<file path="config.mk">
export PLATFORM = sky130hd
export DESIGN_NAME = approx_adder_error_monitor
export DESIGN_NICKNAME = d
export VERILOG_FILES = /design/src/rtl/approx_adder_error_monitor.sv
export SDC_FILE = /design/constraint.sdc
export NUM_CORES = 1
export LEC_CHECK = 0
export CORE_MARGIN = 3
export CORE_UTILIZATION = 51
export DETAILED_ROUTE_END_ITERATION = 8
export HOLD_SLACK_MARGIN = 0.1
export PLACE_DENSITY_LB_ADDON = 0.08
export SYNTH_ARGS = -nofsm -noshare
export SYNTH_HDL_FRONTEND = slang
export SYNTH_SLANG_ARGS = --single-unit
</file>
<file path="constraint.sdc">
create_clock -name clk -period 4.25 [get_ports clk]
set_input_delay 0.85 -clock clk [delete_from_list [all_inputs] [get_ports clk]]
set_output_delay 0.85 -clock clk [all_outputs]
set_load 0.02 [all_outputs]
</file>
<file path="src/rtl/approx_adder_error_monitor.sv">
// approx_adder_error_monitor
// Exhaustively sweeps every input vector into an approximate adder,
// compares each registered sample against the exact sum and accumulates
// worst-case error, error count and the first worst-case vector.
// A run is judged against WCE_LIMIT once the sweep completes.
module approx_adder_error_monitor #(
    parameter int IN_W      = 4,
    parameter int OUT_W     = 3,
    parameter int WCE_LIMIT = 2,
    parameter int SETTLE    = 1
) (
    input  logic             clk,
    input  logic             rst_n,
    input  logic             start,
    output logic [IN_W-1:0]  pi_out,
    input  logic [OUT_W-1:0] po_in,
    output logic             busy,
    output logic             done,
    output logic             pass,
    output logic [OUT_W-1:0] max_err,
    output logic [IN_W:0]    err_count,
    output logic [IN_W-1:0]  worst_vec
);

    localparam int HALF  = IN_W / 2;
    localparam int CNT_W = (SETTLE > 0) ? $clog2(SETTLE + 1) : 1;

    typedef enum logic [1:0] {
        IDLE,
        RUN,
        DONE
    } state_t;

    state_t           state;
    logic [CNT_W-1:0] settle_cnt;
    logic [OUT_W-1:0] exact;
    logic [OUT_W-1:0] error;
    logic             settled;

    // Exact reference sum, absolute error of the adder, and end of settle window.
    // NOTE: every always_comb output gets a value on every path, so no latch is inferred.
    always_comb begin
        exact   = OUT_W'(pi_out[HALF-1:0]) + OUT_W'(pi_out[IN_W-1:HALF]);
        error   = (exact >= po_in) ? (exact - po_in) : (po_in - exact);
        settled = (32'(settle_cnt) >= SETTLE);
    end

    // Sweep controller: walks pi_out through all vectors and folds in statistics.
    // NOTE: sequential state uses non-blocking assignments so every register
    // samples pre-edge values, independent of statement order.
    always_ff @(posedge clk or negedge rst_n) begin
        if (!rst_n) begin
            state      <= IDLE;
            pi_out     <= '0;
            settle_cnt <= '0;
            busy       <= 1'b0;
            done       <= 1'b0;
            max_err    <= '0;
            err_count  <= '0;
            worst_vec  <= '0;
        end else begin
            case (state)
                IDLE, DONE: begin
                    if (start) begin
                        state      <= RUN;
                        busy       <= 1'b1;
                        done       <= 1'b0;
                        pi_out     <= '0;
                        settle_cnt <= '0;
                        max_err    <= '0;
                        err_count  <= '0;
                        worst_vec  <= '0;
                    end
                end
                RUN: begin
                    if (!settled) begin
                        settle_cnt <= settle_cnt + 1'b1;
                    end else begin
                        // Strict compare keeps the first vector that hit the maximum.
                        if (error > max_err) begin
                            max_err   <= error;
                            worst_vec <= pi_out;
                        end
                        if (error != '0) begin
                            err_count <= err_count + 1'b1;
                        end
                        if (&pi_out) begin
                            state <= DONE;
                            busy  <= 1'b0;
                            done  <= 1'b1;
                        end else begin
                            pi_out     <= pi_out + 1'b1;
                            settle_cnt <= '0;
                        end
                    end
                end
                default: begin
                    state <= IDLE;
                    busy  <= 1'b0;
                    done  <= 1'b0;
                end
            endcase
        end
    end

    // Verdict is only meaningful, and only asserted, once the sweep is complete.
    assign pass = done && (32'(max_err) <= WCE_LIMIT);

endmodule

</file>
==> results.md, run 1 <==
- Status: finished, final reports clean
- Drt drc: 0
- Critical Path Fanout Max: 8
- Area grow syn2layout: 22.87%
- Buffers on Ports: 24
- DR iter-0 viols: 22
- Post-synth ARST share: 1.000
- Clock slew at reported path FFs: 0.11 ns
- CP max-delay cell: fa_1
- CTS sink cnt: 20
- Antenna violations before repair: 0
- Startpoint types: flop
- Largest cells by area after synthesis: dfrtp_1, ha_1, a22o_1
- Hpwl dp: 2087 um
- H-tree levels: 1
- Cells along the critical path: ha_1 > inv_1 > fa_1 > inv_1 > ha_1 > nand2_1 > o21ai_0 > mux2i_1 > ha_1 > a21o_1 > a21oi_1 > a311oi_1 > and2_1 > a22o_1
- Worst EP required: 4.45 ns
- # Post-CTS Setup Buffers: 0
- Synth cell types: 33
- WL final: 2659 um
- Clock Path Buffers: 2
- Warnings, synthesis: 0
- Clk root buf: clkbuf_4
- Slew margin rel.: 0.3813
- Most frequent cell after synthesis: dfrtp_1
- Vias per cell: 5.757
- Crit path arrival time: 3.96 ns
- Tightest Pin Transition: 0.9251 ns
- NumNets Final: 174
- R2R setup slack: 0.48 ns
- Core area: 0.002297 mm^2
- Post-synth top area cell: dfrtp_1
- Min-delay src: worst_vec[1]$_DFFE_PN0P_
- Final core utilization: 0.6846
- Min-Delay Endpoint: worst_vec[1]$_DFFE_PN0P_
- Fmax: 0.2655 GHz
- # Max-Cap Violations: 0
- RSZ-0062 raised after global routing: false
- Die Height: 56.10 um
- CP peak stage delay: 0.55 ns
- TritonRoute pass-1 iters: 4
- Ports: 25
- First-pass GRT wire length: 4629 um
- Final Hold Viols: 0
- Die X: 56.10 um
- Tmin final: 3.766 ns
- Synth Register Bits: 20
- Worst-case reg-to-reg path depth: 14
- Vias after detailed routing: 1042
- Mapped Area: 0.001280 mm^2
- R2R Path Start: pi_out[2]$_DFFE_PN0P_
- Row Count: 17
- GR Overflow Total: 0
- Worst Hold Class: reg2reg
- Synthesized Nets: 149
- Buf+Inv Stages, Crit Path: 2
- Final period util: 0.8861
- Sequential area share after synthesis: 0.3910
- Total CTS buffers: 3
- Layout cell share with drive strength beyond 1: 0.05229
- EDFF count, synth: 0
- Die ar.: 0.003147 mm^2
- Critical R2R Capture: worst_vec[1]$_DFFE_PN0P_
- CTS tree: done
- N_diodes: 0
- Setup CP Type: reg2reg
- Average size of a mapped cell: 9.922 um^2
- Most frequent CP cell: ha_1
- Top cell type's share of synthesized area: 0.3910
- Global placement routability congestion: 0.7751
- Total negative slack: 0 ns
- Worst Setup End Kind: flop
- Number of fill cells: 198
- Synth Instances: 129
- Pins over their slew limit: 0
- Global-route usage over all layers: 0.1846
- Critical path's top delay family: adder cells
- CTS resizes: 0
- Hold path cells: 1
- Drt wl/cell: 14.69 um
- Main flop type after synthesis: dfrtp_1
- Pin count of the biggest net entering global routing: 21
- Post-route ant nets: 0
- Clk_lat worst skew: 0.30 ns
- Placed Instances: 177
- Clock Skews: 0.003058 ns
- Initial Utilization: 0.5572
- Post-synth top cells: dfrtp_1, inv_1, a22o_1, ha_1, nand2_1
- Non-filler cells, final: 181
- # setup viols final: 0
- # hold bufs at CTS: 0
- Number of global-route vias before repair: 1023
==> metal layers <==
layer,GRT usage,up-vias,part of all wire
li1,-,515,-
met1,0.2587,499,0.48
met2,0.2855,26,0.47
met3,0.03248,2,0.037
met4,0.06441,0,0.0053
met5,0,-,0
==> per-stage QoR <==
stage	area [um^2]	setup WS [ns]	hold WS, ns
3_5_place_dp	1536	0.3790	0.4879
5_1_grt	1573	0.1833	0.5419
2_1_floorplan	1280	0.7179	0.4996
4_1_cts	1573	0.5063	0.5168
6_report	1573	0.4839	0.5103
3_3_place_gp	1536	0.4760	0.4879
==> logic make-up after synthesis <==
kind of cell / Yosys count / synth area share
and+or+nand+nor: 40 / 0.1769
AOI/OAI and AO/OA: 33 / 0.1955
DFF: 20 / 0.3910
buffers and inverters: 19 / 0.05864
adders and majority gates: 14 / 0.1544
muxes: 3 / 0.02346
==> sequential cells by signal, summed over array words and instances, names as in the netlist <==
signal	count
max_err	3
pi_out	4
worst_vec	4
busy	1
state	1
settle_cnt	1
done	1
err_count	5
==> how the worst max path moves through the flow <==
stage,from,end,slack [ns],depth (start not counted)
6_report,pi_out[2]$_DFFE_PN0P_,worst_vec[1]$_DFFE_PN0P_,0.48,14
5_1_grt,pi_out[2]$_DFFE_PN0P_,max_err[2]$_DFFE_PN0P_,0.18,14
4_1_cts,pi_out[2]$_DFFE_PN0P_,max_err[2]$_DFFE_PN0P_,0.51,14
3_5_place_dp,po_in[0],max_err[2]$_DFFE_PN0P_,0.38,11
3_3_place_gp,po_in[0],worst_vec[1]$_DFFE_PN0P_,0.48,10
2_1_floorplan,pi_out[2]$_DFFE_PN0P_,max_err[0]$_DFFE_PN0P_,0.72,15
==> cell type report <==
class,instances,area (um^2),share of cell area
well taps,28,35.03,0.02228
flip-flops and latches,20,500.5,0.3182
inverters,15,56.30,0.03580
multi-input cells,90,704.4,0.4479
clock buffers,4,36.28,0.02307
repair buffers,24,240.2,0.1527
==> cells in the final DEF, fill, tap and decap left out <==
| master | n |
|---|---|
| clkdlybuf4s50_1 | 24 |
| clkbuf_4 | 3 |
| a311oi_1 | 1 |
| and3_1 | 5 |
| inv_1 | 15 |
| clkbuf_8 | 1 |
| and4b_1 | 1 |
| nor2b_1 | 5 |
| a31o_1 | 1 |
| o21ai_1 | 2 |
| nor2_1 | 4 |
| nand4b_1 | 1 |
| fa_1 | 3 |
| a22o_1 | 11 |
| a32o_1 | 1 |
| a21oi_1 | 4 |
| or3_1 | 1 |
| a311o_4 | 1 |
| dfrtp_1 | 20 |
| o21bai_2 | 1 |
| nor2b_2 | 1 |
| and2_1 | 2 |
| mux2i_1 | 3 |
| a211oi_1 | 3 |
| o21ai_0 | 7 |
| ha_1 | 11 |
| nand4_1 | 3 |
| nor3_1 | 1 |
| or4b_4 | 1 |
| nand3_1 | 5 |
| nand2b_1 | 1 |
| nand2_1 | 9 |
| a21o_1 | 1 |
Power of run 1 is not shown: default switching activity piles up to over one toggle a cycle in this logic, so the estimate is an artifact.
==> run 2: changes to the inputs <==
Settings changed: REMOVE_ABC_BUFFERS from default to 1.
==> results.md, run 2 (synthesized netlist as in run 1, its figures left out) <==
- Status: finished, final reports clean
- Die Height: 56.10 um
- Worst Hold Class: reg2reg
- Ports: 25
- Global placement routability congestion: 0.8023
- Hpwl dp: 2050 um
- Slew margin rel.: 0.3935
- Worst hold slack: 0.5160 ns
- Largest regs: err_count (5), pi_out (4), worst_vec (4)
- First-pass GRT wire length: 4554 um
- CTS sink cnt: 20
- Initial Utilization: 0.5572
- Cells along the critical path: ha_1 > inv_1 > fa_1 > inv_1 > ha_1 > nand2_1 > o21bai_2 > or4b_4 > and3_1 > ha_1 > a311oi_1 > and2_1 > a22o_1
- Core area: 0.002297 mm^2
- Vias after detailed routing: 1047
- # Post-CTS Setup Buffers: 0
- Total negative slack: 0 ns
- DR iter-0 viols: 14
- Post-route cell area: 0.001573 mm^2
- Clk_lat worst skew: 0.29 ns
- Setup CP Type: reg2reg
- Clock slew at reported path FFs: 0.11 ns
- Tmin final: 3.767 ns
- NumNets Final: 174
- Critical Path Fanout Max: 8
- Clk root buf: clkbuf_4
- # hold bufs at CTS: 0
- Vias per cell: 5.785
- Pin count of the biggest net entering global routing: 21
- Die ar.: 0.003147 mm^2
- Fmax: 0.2655 GHz
- # setup viols final: 0
- Max reg flops: 5
- Clock Skews: 0.001459 ns
- Most frequent cells in the layout: clkdlybuf4s50_1, dfrtp_1, inv_1
- H-tree levels: 1
- Worst EP required: 4.49 ns
- Area grow syn2layout: 22.87%
- CP peak stage delay: 0.56 ns
- Crit path arrival time: 4.01 ns
- Pins over their slew limit: 0
- Row Count: 17
- Die X: 56.10 um
- GR Overflow Total: 0
- Tightest Pin Transition: 0.9069 ns
- Post-route ant nets: 0
- Clock Path Buffers: 2
- Buffers on Ports: 24
- WL final: 2614 um
- Final Hold Viols: 0
- Drt drc: 0
- Number of global-route vias before repair: 1015
- Antenna violations before repair: 0
- Commonest non-fill, non-tap cell in the layout: clkdlybuf4s50_1
- RSZ-0062 raised after global routing: false
- CP max-delay cell: fa_1
- # Max-Cap Violations: 0
- N_diodes: 0
- Drt wl/cell: 14.44 um
- Worst Setup End Kind: flop
- Startpoint types: flop
- Final period util: 0.8863
- CTS tree: done
- CTS resizes: 0
- Largest Register: err_count
- Area after DPL: 0.001536 mm^2
- Layout cell share with drive strength beyond 1: 0.05229
- TritonRoute pass-1 iters: 4
- Most frequent CP cell: ha_1
- Global-route usage over all layers: 0.1806
- Total CTS buffers: 3
-- run 2: cell counts in the layout (fill, tap and decap cells not counted) --
Identical to the previous run, type by type.
-- run 2: layout make-up --
type / instances / area, um^2
clock buffers: 4 / 36.28
well taps: 28 / 35.03
repair buffers: 24 / 240.2
flip-flops and latches: 20 / 500.5
fillers: 200 / 724.4
multi-input cells: 90 / 704.4
inverters: 15 / 56.30
-- run 2: worst paths after layout --
| check | slack [ns] | to | startpoint | cells past startpoint |
|---|---|---|---|---|
| setup reg to reg | 0.48 | max_err[0]$_DFFE_PN0P_ | pi_out[2]$_DFFE_PN0P_ | 13 |
| max in group asynchronous | 2.65 | pi_out[2]$_DFFE_PN0P_ | rst_n | 1 |
| min in group asynchronous | 1.05 | max_err[0]$_DFFE_PN0P_ | rst_n | 1 |
| hold reg to reg | 0.52 | worst_vec[2]$_DFFE_PN0P_ | worst_vec[2]$_DFFE_PN0P_ | 1 |
| hold / removal | 0.52 | worst_vec[2]$_DFFE_PN0P_ | worst_vec[2]$_DFFE_PN0P_ | 1 |
| setup / recovery | 0.48 | max_err[0]$_DFFE_PN0P_ | pi_out[2]$_DFFE_PN0P_ | 13 |
-- run 2: worst max-delay path: cells and delay by family (launching register included) --
kind,cells,cell delay (ns)
and+or+nand+nor,4,1.09
adders and majority gates,4,1.33
AOI/OAI and AO/OA,3,0.65
DFF,1,0.50
buffers and inverters,2,0.15
-- run 2: per-stage QoR --
stage / worst slack, ns / util / cells
after floorplan: 0.7526 / - / 125
after global placement: 0.4780 / 0.6688 / 177
after detailed placement: 0.3241 / 0.6688 / 177
after CTS: 0.4943 / 0.6846 / 181
after global routing: 0.2323 / 0.6846 / 181
final: 0.4831 / 0.6846 / 181
-- run 2: per-layer routing --
layer  vias up  routed length [um]  track usage
li1        509                   -            -
met1       514                1230       0.2500
met2        22                1267       0.2922
met3         2                 104      0.02552
met4         0                  12      0.05424
met5         -                   0            0
Power of run 2 is left out for the same reason.
==> run 3: changes to the inputs <==
Settings changed: CORE_MARGIN 3 to 5.
==> results.md, run 3 (synthesized netlist as in run 1, its figures left out) <==
- Status: finished, final reports clean
- Drt drc: 0
- Worst EP required: 4.49 ns
- Clock Skews: 0.006326 ns
- GR Overflow Total: 0
- Critical Path Source: pi_out[2]$_DFFE_PN0P_
- Hold path cells: 1
- Area grow syn2layout: 24.34%
- Number of fill cells: 209
- Setup CP Type: reg2reg
- TritonRoute pass-1 iters: 4
- Tmin final: 3.803 ns
- Largest regs: err_count (5), pi_out (4), worst_vec (4)
- Layout cell share with drive strength beyond 1: 0.05229
- H-tree levels: 1
- Row Count: 18
- # hold bufs at CTS: 0
- R2R Path Start: pi_out[2]$_DFFE_PN0P_
- Met3 wire length: 120 um
- Cells along the critical path: ha_1 > inv_1 > fa_1 > inv_1 > ha_1 > nand2_1 > o21ai_0 > mux2i_1 > ha_1 > a21o_1 > a21oi_1 > a311oi_1 > nor2_1 > a22o_1
- CTS sink cnt: 20
- Most frequent cells in the layout: clkdlybuf4s50_1, dfrtp_1, inv_1
- Largest Register: err_count
- Die X: 60.10 um
- # Max-Cap Violations: 0
- Most frequent CP cell: ha_1
- Total CTS buffers: 3
- Ports: 25
- Drt wl/cell: 15.49 um
- N_diodes: 0
- Crit path arrival time: 4.05 ns
- Max reg flops: 5
- Global-route usage over all layers: 0.1845
- Worst-case reg-to-reg path depth: 14
- Core area: 0.002432 mm^2
- # setup viols final: 0
- CP peak stage delay: 0.55 ns
- Startpoint types: flop
- Total negative slack: 0 ns
- RSZ-0062 raised after global routing: false
- Global placement routability congestion: 0.7621
- Fmax: 0.2629 GHz
- Final Hold Viols: 0
- DR WL met2: 1405 um
- Die ar.: 0.003611 mm^2
- Top Layer Used: met4
- Clock slew at reported path FFs: 0.12 ns
- NumNets Final: 174
- Number of global-route vias before repair: 1109
- Clk_lat worst skew: 0.30 ns
- # Post-CTS Setup Buffers: 0
- DR iter-0 viols: 31
- Critical Path Fanout Max: 8
- Vias after detailed routing: 1072
- CTS resizes: 0
- Clk root buf: clkbuf_4
- Buffers on Ports: 24
- Commonest non-fill, non-tap cell in the layout: clkdlybuf4s50_1
- Clock Path Buffers: 2
- Tightest Pin Transition: 0.9019 ns
- Pin count of the biggest net entering global routing: 21
- Initial Utilization: 0.5262
- Worst Setup End Kind: flop
- Pins over their slew limit: 0
- Vias per cell: 5.858
- Die Height: 60.10 um
- Post-route ant nets: 0
- Final period util: 0.8949
- CTS tree: done
- Metal1 wirelength: 1261 um
- CP max-delay cell: fa_1
- Antenna violations before repair: 0
- Hpwl dp: 2226 um
- First-pass GRT wire length: 5037 um
- Min-delay src: worst_vec[3]$_DFFE_PN0P_
- Worst Hold Class: reg2reg
- WL final: 2834 um
- Slew margin rel.: 0.3968
[run 3: cell type report]
cell class	instances	area (um^2)	area share
Tap cell	30	37.54	0.02358
Clock buffer	3	22.52	0.01415
Inverter	15	56.30	0.03538
Timing Repair Buffer	24	240.2	0.1509
Sequential cell	20	500.5	0.3145
Multi-Input combinational cell	90	704.4	0.4426
Clock inverter	1	30.03	0.01887
[run 3: metrics by stage]
step / instance area (um^2) / hold slack [ns] / setup WS, ns / utilization / std cells
floorplan: 1261 / 0.4996 / 0.7526 / - / 125
global placement: 1539 / 0.4866 / 0.4783 / 0.6327 / 179
detailed placement: 1539 / 0.4902 / 0.3793 / 0.6327 / 179
CTS: 1592 / 0.5201 / 0.4798 / 0.6543 / 183
global route: 1592 / 0.5428 / 0.2520 / 0.6543 / 183
finish: 1592 / 0.5153 / 0.4467 / 0.6543 / 183
[run 3: layer usage]
metal / GRT usage / up-vias
met4: 0.06329 / 0
met1: 0.2342 / 530
li1: - / 510
met5: 0 / -
met2: 0.3133 / 26
met3: 0.03240 / 6
[run 3: worst max-delay path: cells and delay by family, from the launching register on]
kind / cells / cell delay (ns)
adders and majority gates: 4 / 1.35
AOI/OAI and AO/OA: 5 / 0.84
and+or+nand+nor: 2 / 0.46
muxes: 1 / 0.44
buffers and inverters: 2 / 0.14
DFF: 1 / 0.50
[run 3: worst paths after layout]
kind | endpoint | slack (ns)
max in group asynchronous | err_count[2]$_DFFE_PN0P_ | 2.66
worst max-delay path | max_err[0]$_DFFE_PN0P_ | 0.45
worst max register to register | max_err[0]$_DFFE_PN0P_ | 0.45
min in group asynchronous | max_err[2]$_DFFE_PN0P_ | 1.04
worst min register to register | worst_vec[3]$_DFFE_PN0P_ | 0.52
worst min-delay path | worst_vec[3]$_DFFE_PN0P_ | 0.52
Power of run 3 is left out for the same reason.
